===== src/rtl/array_sequencer_pkg.sv =====
// array_sequencer_pkg: sequencer state encoding, register offsets and register bit positions
package array_sequencer_pkg;
  typedef enum logic [2:0] {
    ST_IDLE    = 3'd0,
    ST_START   = 3'd1,
    ST_RUN     = 3'd2,
    ST_DONE    = 3'd3,
    ST_TIMEOUT = 3'd4
  } state_e;
  localparam logic [31:0] OFF_CTRL   = 32'h00;
  localparam logic [31:0] OFF_STATUS = 32'h04;
  localparam logic [31:0] OFF_TMO    = 32'h08;
  localparam logic [31:0] OFF_IRQ    = 32'h0C;
  localparam logic [31:0] OFF_ENABLE = 32'h10;
  localparam int CTRL_START    = 0;
  localparam int CTRL_SOFT_RST = 1;
  localparam int CTRL_IRQ_EN   = 2;
  localparam int IRQ_DONE      = 0;
  localparam int IRQ_TIMEOUT   = 1;
endpackage


===== src/rtl/array_done_tracker.sv =====
// array_done_tracker: sticky per-tile done flags (enabled tiles only) and their population count
module array_done_tracker
  import array_sequencer_pkg::*;
#(
  parameter int NUM_TILES = 16,
  parameter int CW = $clog2(NUM_TILES + 1)
) (
  input  logic                 clock,
  input  logic                 reset,
  input  logic                 clear_i,
  input  logic                 set_en_i,
  input  logic [NUM_TILES-1:0] enable_i,
  input  logic [NUM_TILES-1:0] done_i,
  output logic [NUM_TILES-1:0] sticky_o,
  output logic [CW-1:0]        count_o
);
  logic [NUM_TILES-1:0] sticky_q, sticky_d;
  // clear wins over capture; only enabled tiles can latch done
  always_comb begin
    sticky_d = clear_i ? '0 : set_en_i ? sticky_q | (done_i & enable_i) : sticky_q;
  end
  // sticky flag register
  always_ff @(posedge clock or posedge reset)
    if (reset) sticky_q <= '0;
    else sticky_q <= sticky_d;
  // population count of latched flags
  always_comb begin
    count_o = '0;
    for (int i = 0; i < NUM_TILES; i++) count_o = count_o + CW'(sticky_q[i]);
  end
  assign sticky_o = sticky_q;
endmodule


===== src/rtl/array_sequencer.sv =====
// array_sequencer: bus-programmed start/done sequencer for a tile array; watchdog built when ARRAY_SEQUENCER_WATCHDOG_EN is defined
module array_sequencer
  import array_sequencer_pkg::*;
#(
  parameter int NUM_TILES  = 16,
  parameter int ADDR_WIDTH = 12,
  parameter int TMO_WIDTH  = 24
) (
  input  logic                  clock,
  input  logic                  reset,
  input  logic                  soc_valid,
  input  logic                  soc_write,
  input  logic [ADDR_WIDTH-1:0] soc_addr,
  input  logic [31:0]           soc_wdata,
  output logic                  soc_ready,
  output logic [31:0]           soc_rdata,
  output logic                  soc_err,
  output logic [NUM_TILES-1:0]  tile_enable,
  output logic                  tile_start,
  input  logic [NUM_TILES-1:0]  tile_done,
  output logic                  irq,
  output logic                  soft_reset_out
);
  localparam int NW = (NUM_TILES + 31) / 32;
  localparam int CW = $clog2(NUM_TILES + 1);
  state_e state_q, state_d;
  logic soc_ready_q, soc_err_q, err_d, irq_q, irq_d, irq_en_q, irq_en_d, soft_rst_q, soft_rst_d;
  logic accept, start_go, tmo_hit, hit_ctrl, hit_status, hit_tmo, hit_irq, hit_en, unused_wdata;
  logic [31:0] soc_rdata_q, rdata_d, rd, en_rd, addr;
  logic [1:0] irq_stat_q, irq_stat_d, w1c, set_irq;
  logic [NUM_TILES-1:0] enable_q, enable_d, sticky;
  logic [CW-1:0] done_count;
  logic [TMO_WIDTH-1:0] tmo_rd;
  int ek;
  // address decode, register reads and write side effects for the accepted request
  always_comb begin
    addr = 32'(soc_addr);
    accept = soc_valid && !soc_ready_q;
    hit_ctrl = addr == OFF_CTRL;
    hit_status = addr == OFF_STATUS;
    hit_tmo = addr == OFF_TMO;
    hit_irq = addr == OFF_IRQ;
    hit_en = addr >= OFF_ENABLE && addr < OFF_ENABLE + 32'(4 * NW) && addr[1:0] == 2'b00;
    ek = hit_en ? int'((addr - OFF_ENABLE) >> 2) : 0;
    en_rd = '0;
    for (int i = 0; i < NUM_TILES; i++) if (i / 32 == ek) en_rd[i % 32] = enable_q[i];
    rd = '0;
    err_d = 1'b0;
    irq_en_d = irq_en_q;
    soft_rst_d = soft_rst_q;
    enable_d = enable_q;
    w1c = 2'b00;
    start_go = 1'b0;
    if (accept) begin
      if (hit_ctrl) begin
        rd = 32'({irq_en_q, soft_rst_q, 1'b0});
        if (soc_write && soc_wdata[CTRL_START] && (state_q != ST_IDLE || enable_q == '0)) err_d = 1'b1;
        else if (soc_write) begin
          irq_en_d = soc_wdata[CTRL_IRQ_EN];
          soft_rst_d = soc_wdata[CTRL_SOFT_RST];
          start_go = soc_wdata[CTRL_START];
        end
      end else if (hit_status) rd = {8'd0, 8'(done_count), 13'd0, state_q};
      else if (hit_tmo) rd = 32'(tmo_rd);
      else if (hit_irq) begin
        rd = 32'(irq_stat_q);
        w1c = soc_write ? soc_wdata[1:0] : 2'b00;
      end else if (hit_en) begin
        rd = en_rd;
        if (soc_write && state_q != ST_IDLE) err_d = 1'b1;
        else if (soc_write) for (int i = 0; i < NUM_TILES; i++) if (i / 32 == ek) enable_d[i] = soc_wdata[i % 32];
      end else err_d = 1'b1;
    end
    rdata_d = (accept && !soc_write) ? rd : '0;
  end
  // sequencing: completion beats timeout, soft reset overrides everything
  always_comb begin
    state_d = state_q;
    set_irq = 2'b00;
    case (state_q)
      ST_IDLE:  state_d = start_go ? ST_START : ST_IDLE;
      ST_START: state_d = ST_RUN;
      ST_RUN: begin
        state_d = sticky == enable_q ? ST_DONE : tmo_hit ? ST_TIMEOUT : ST_RUN;
        set_irq[IRQ_DONE] = sticky == enable_q;
        set_irq[IRQ_TIMEOUT] = sticky != enable_q && tmo_hit;
      end
      default:  state_d = ST_IDLE;
    endcase
    if (soft_rst_d) begin
      state_d = ST_IDLE;
      set_irq = 2'b00;
    end
  end
  assign irq_stat_d = (irq_stat_q & ~w1c) | set_irq;
  assign irq_d = irq_en_d && |irq_stat_d;
  assign unused_wdata = ^soc_wdata;
  // register file, bus response and state register
  always_ff @(posedge clock or posedge reset)
    if (reset) begin
      state_q <= ST_IDLE;
      soc_ready_q <= 1'b0;
      soc_err_q <= 1'b0;
      soc_rdata_q <= '0;
      irq_en_q <= 1'b0;
      soft_rst_q <= 1'b0;
      enable_q <= '0;
      irq_stat_q <= '0;
      irq_q <= 1'b0;
    end else begin
      state_q <= state_d;
      soc_ready_q <= accept;
      soc_err_q <= err_d;
      soc_rdata_q <= rdata_d;
      irq_en_q <= irq_en_d;
      soft_rst_q <= soft_rst_d;
      enable_q <= enable_d;
      irq_stat_q <= irq_stat_d;
      irq_q <= irq_d;
    end
`ifdef ARRAY_SEQUENCER_WATCHDOG_EN
  logic [TMO_WIDTH-1:0] tmo_q, wdog_q;
  // watchdog limit register and RUN-cycle counter
  always_ff @(posedge clock or posedge reset)
    if (reset) begin
      tmo_q <= '0;
      wdog_q <= '0;
    end else begin
      if (accept && hit_tmo && soc_write) tmo_q <= TMO_WIDTH'(soc_wdata);
      wdog_q <= (state_q == ST_START || soft_rst_d) ? '0 : state_q == ST_RUN ? wdog_q + TMO_WIDTH'(1) : wdog_q;
    end
  assign tmo_hit = tmo_q != '0 && wdog_q + TMO_WIDTH'(1) == tmo_q;
  assign tmo_rd = tmo_q;
`else
  assign tmo_hit = 1'b0;
  assign tmo_rd = '0;
`endif
  array_done_tracker #(.NUM_TILES(NUM_TILES), .CW(CW)) u_tracker (
    .clock    (clock),
    .reset    (reset),
    .clear_i  (state_q == ST_START || soft_rst_d),
    .set_en_i (state_q == ST_RUN),
    .enable_i (enable_q),
    .done_i   (tile_done),
    .sticky_o (sticky),
    .count_o  (done_count)
  );
  assign soc_ready = soc_ready_q;
  assign soc_rdata = soc_rdata_q;
  assign soc_err = soc_err_q;
  assign tile_enable = enable_q;
  assign tile_start = state_q == ST_START;
  assign irq = irq_q;
  assign soft_reset_out = soft_rst_q;
endmodule


===== config.mk =====
export PLATFORM = sky130hd
export DESIGN_NAME = array_sequencer
export DESIGN_NICKNAME = d
export VERILOG_FILES = /design/src/rtl/array_sequencer_pkg.sv /design/src/rtl/array_done_tracker.sv /design/src/rtl/array_sequencer.sv
export SDC_FILE = /design/constraint.sdc
export NUM_CORES = 1
export LEC_CHECK = 0
export BUFFER_PORTS_ARGS = -buffer_cell sky130_fd_sc_hd__buf_2
export CAP_MARGIN = 20
export CORE_MARGIN = 2
export CORE_UTILIZATION = 30
export CTS_CLUSTER_DIAMETER = 50
export DETAILED_ROUTE_END_ITERATION = 8
export REMOVE_ABC_BUFFERS = 1
export SLEW_MARGIN = 10
export SYNTH_ARGS = -nofsm -noshare
export SYNTH_HDL_FRONTEND = slang
export SYNTH_SLANG_ARGS = --single-unit
export TNS_END_PERCENT = 10

===== constraint.sdc =====
create_clock -name clock -period 11.7 [get_ports clock]
set_clock_uncertainty 0.05 [all_clocks]
set_input_delay 0.585 -clock clock [delete_from_list [all_inputs] [get_ports clock]]
set_output_delay 0.585 -clock clock [all_outputs]
set_load 0.02 [all_outputs]

==> impl_metrics.tcl <==
set metrics [dict create \
    worstMarginPinSlew_ps 1050 \
    synth-async-reset-ratio_pct 100 \
    syn_area_sq_mm 0.00332 \
    dieArea_sq_mm 0.0119 \
    remaining_drc_errors 0 \
    comb_power_share_pct 5.7 \
    rsz0062_at_grt "false" \
    drt_first_pass_iters 4 \
    core_area_sq_mm 0.0108 \
    synth-seq-cells 62 \
    grt_first_pass_wirelength_microns 12800 \
    sw_frac_of_total_pct 24.1 \
    min_period_ps 3820 \
    layout-drive-gt1-share_pct 33.8 \
    syn_inst 293 \
    p_sw_uw 104 \
    numCtsBuffers 9 \
    vias 2473 \
    fin_ws_ps 7880 \
    dieHeight_microns 109 \
    ys.flop_type "dfrtp_1" \
    area_growth_pct 22.4 \
    critical_path.startpoint_type "register" \
    ioPinCount 117 \
    gp_congestion 0.853 \
    clockRootBuffer "clkbuf_8" \
    clk_latency_ps 350 \
    drt-total-wl_microns 8050 \
    cts_tree "done" \
    cp.arrival_ps 4020 \
    fmax_mhz 262 \
    crit_required_ps 11900 \
    cap_viol_max_count 0 \
    start_util_pct 30.7 \
    power_density_mw_per_mm2 106 \
    fin_util_pct 37.6 \
    peakVddDrop_uv 39.3 \
    wl_per_cell_microns 15.1 \
    grt_usage_pct 14.4 \
    dp_slack_ps 7880 \
    p_int_uw 328 \
    finalSetupViolCount 0 \
    ant_nets 0 \
    pwr-share-clk_pct 44.4 \
    postSynthAreaPerCell_sq_um 11.3 \
    final_area_sq_mm 0.00406 \
    grt_pass1_vias 2535 \
    yosysWarnings 0 \
    post_cts_buffers 0 \
    worstSetupEndpointType "register" \
    dp_cells 517 \
    die_x_microns 109 \
    reg2reg_setup_slack_ps 7880 \
    hold_buffers 0 \
    hold_viol 0 \
    n_antenna_cell 0 \
    outcome "finished, final reports clean" \
    grt_max_degree 63 \
    placed_area_sq_mm 0.00386 \
    h-tree-depth 3 \
    num_rows 38 \
    cp_max_fo 3 \
    synth_top_area_share_pct 46.8 \
    clk_path_buf_depth 2 \
    yosysTopAreaCell "dfrtp_1" \
    cts_resized 0 \
    fin_crit_sh_pct 32.7 \
    power.leakage_uw 0.00200 \
    slew_headroom_pct 30.1 \
    netlist_top_cells_area "dfrtp_1 47%, fa_1 6.0%, ha_1 4.5%" \
    hp-class "in -> async" \
    cts.sink_count 62 \
    seq_area_frac_synth_pct 46.8 \
    io_buffers 89 \
    finish.net_count 474 \
    ys_types 52 \
    synth_edf_count 0 \
    vias_per_cell 4.64 \
    path_clk_slew_ps 70 \
    stdcell_count 533 \
    crit_type "reg -> reg" \
    hpwlAfterDp_microns 6090 \
    setup_tns_ps 0 \
    worstSetupStartpoint "u_tracker.sticky_o[0]$_DFFE_PP0P_" \
    overflow 0 \
    antenna_found_initial 0 \
    final_max_slew_viol_count 0 \
    pwr-share-seq_pct 49.8 \
    r2r_start "u_tracker.sticky_o[0]$_DFFE_PP0P_" \
    drtIter0Drc 171 \
]
[logic make-up after synthesis]
group | after synthesis | share of synthesized area [%]
adders and majority gates | 22 | 10.6
buffers and inverters | 53 | 8.14
AOI/OAI and AO/OA | 39 | 7.58
muxes | 18 | 7.20
xor gates and xnor gates | 19 | 5.02
DFF | 62 | 46.8
other | 1 | 0.113
and+or+nand+nor | 79 | 14.6
[power by group through the flow]
stage               combinational, uW  clock, uW  sequential (uW)
finish                           24.6        192              215
global route                     27.7        208              215
CTS                              25.2        197              215
detailed placement               25.1          0              219
global placement                 24.6          0              219
floorplan                        11.4          0              220
[cell usage in the layout (no fill, tap or decap), drive strengths merged, types with 2 or more instances in the layout]
master | Yosys | routed
o21ai | 4 | 4
conb | 1 | 11
nand2b | 2 | 2
nor3 | 3 | 3
and2 | 13 | 13
o2111ai | 2 | 2
clkbuf | 3 | 11
nor2b | 2 | 2
nor2 | 9 | 9
clkinvlp | 0 | 2
xnor2 | 17 | 17
nor4 | 7 | 7
dfrtp | 62 | 62
xor2 | 2 | 2
and3 | 3 | 3
a21oi | 18 | 18
ha | 12 | 12
nand2 | 7 | 7
a31oi | 4 | 4
fa | 10 | 10
nand4 | 5 | 5
clkinv | 0 | 2
mux2 | 17 | 17
inv | 35 | 35
buf | 15 | 92
nand3 | 19 | 19
or2 | 2 | 2
a32oi | 2 | 2
[registers in the layout, indices dropped and copies added (netlist names)]
| signal | flops |
|---|---|
| soc_ready | 1 |
| tile_enable | 16 |
| irq | 1 |
| soc_rdata | 21 |
| u_tracker.sticky_o | 16 |
| soft_reset_out | 1 |
| state_q | 2 |
| soc_err | 1 |
| irq_en_q | 1 |
| irq_stat_q | 2 |
[final timing paths]
kind                       cells after the start                           endpoint
max                                           11            soc_rdata[17]$_DFF_PP0_
min                                            3               state_q[0]$_DFF_PP0_
max reg2reg                                   11            soc_rdata[17]$_DFF_PP0_
min reg2reg                                    1                soc_ready$_DFF_PP0_
max in group asynchronous                      3  u_tracker.sticky_o[8]$_DFFE_PP0P_
min in group clock                             2         tile_enable[9]$_DFFE_PP0P_
[critical path: stages, from the launching register on]
cell,delay [ps]
dfrtp_1,410
ha_1,300
inv_1,60
fa_1,440
fa_1,500
fa_1,540
fa_1,430
fa_1,370
inv_1,90
fa_1,410
inv_1,70
nor2_1,40
[Yosys cell counts (2+ instances only)]
cell        n
o2111ai_1   2
clkbuf_1    2
inv_1      35
and3_1      3
nand3_1    19
o21ai_0     3
and2_1     13
nor2_1      9
nand4_1     5
a21oi_1    18
dfrtp_1    62
mux2_4     10
a32oi_1     2
fa_1       10
mux2_2      7
buf_4      12
nor3_1      2
nor2b_1     2
nand2_1     7
nand2b_1    2
ha_1       12
xnor2_1    17
nor4_1      6
a31oi_1     4
xor2_1      2
[per-layer routing]
layer	routed length (microns)	GRT usage, %
met4	242	7.32
met5	0	0
met3	473	4.06
met2	3930	22.8
met1	3400	18.0
[area by class of cell]
type	instances	area (sq um)
inverter	35	131
fill	1075	6730
clock buffer	11	141
tap	140	175
timing repair buffer	92	468
sequential	62	1550
clock inverter	5	58.8
multi-input combinational	188	1530
[per-stage QoR]
step                      hold slack (ps)  total power (uW)
after detailed placement              431               244
after global placement                438               244
final                                 406               431
after floorplan                       432               231
after global routing                  400               451
after CTS                             402               437
Power figures use the tool's default switching activity.
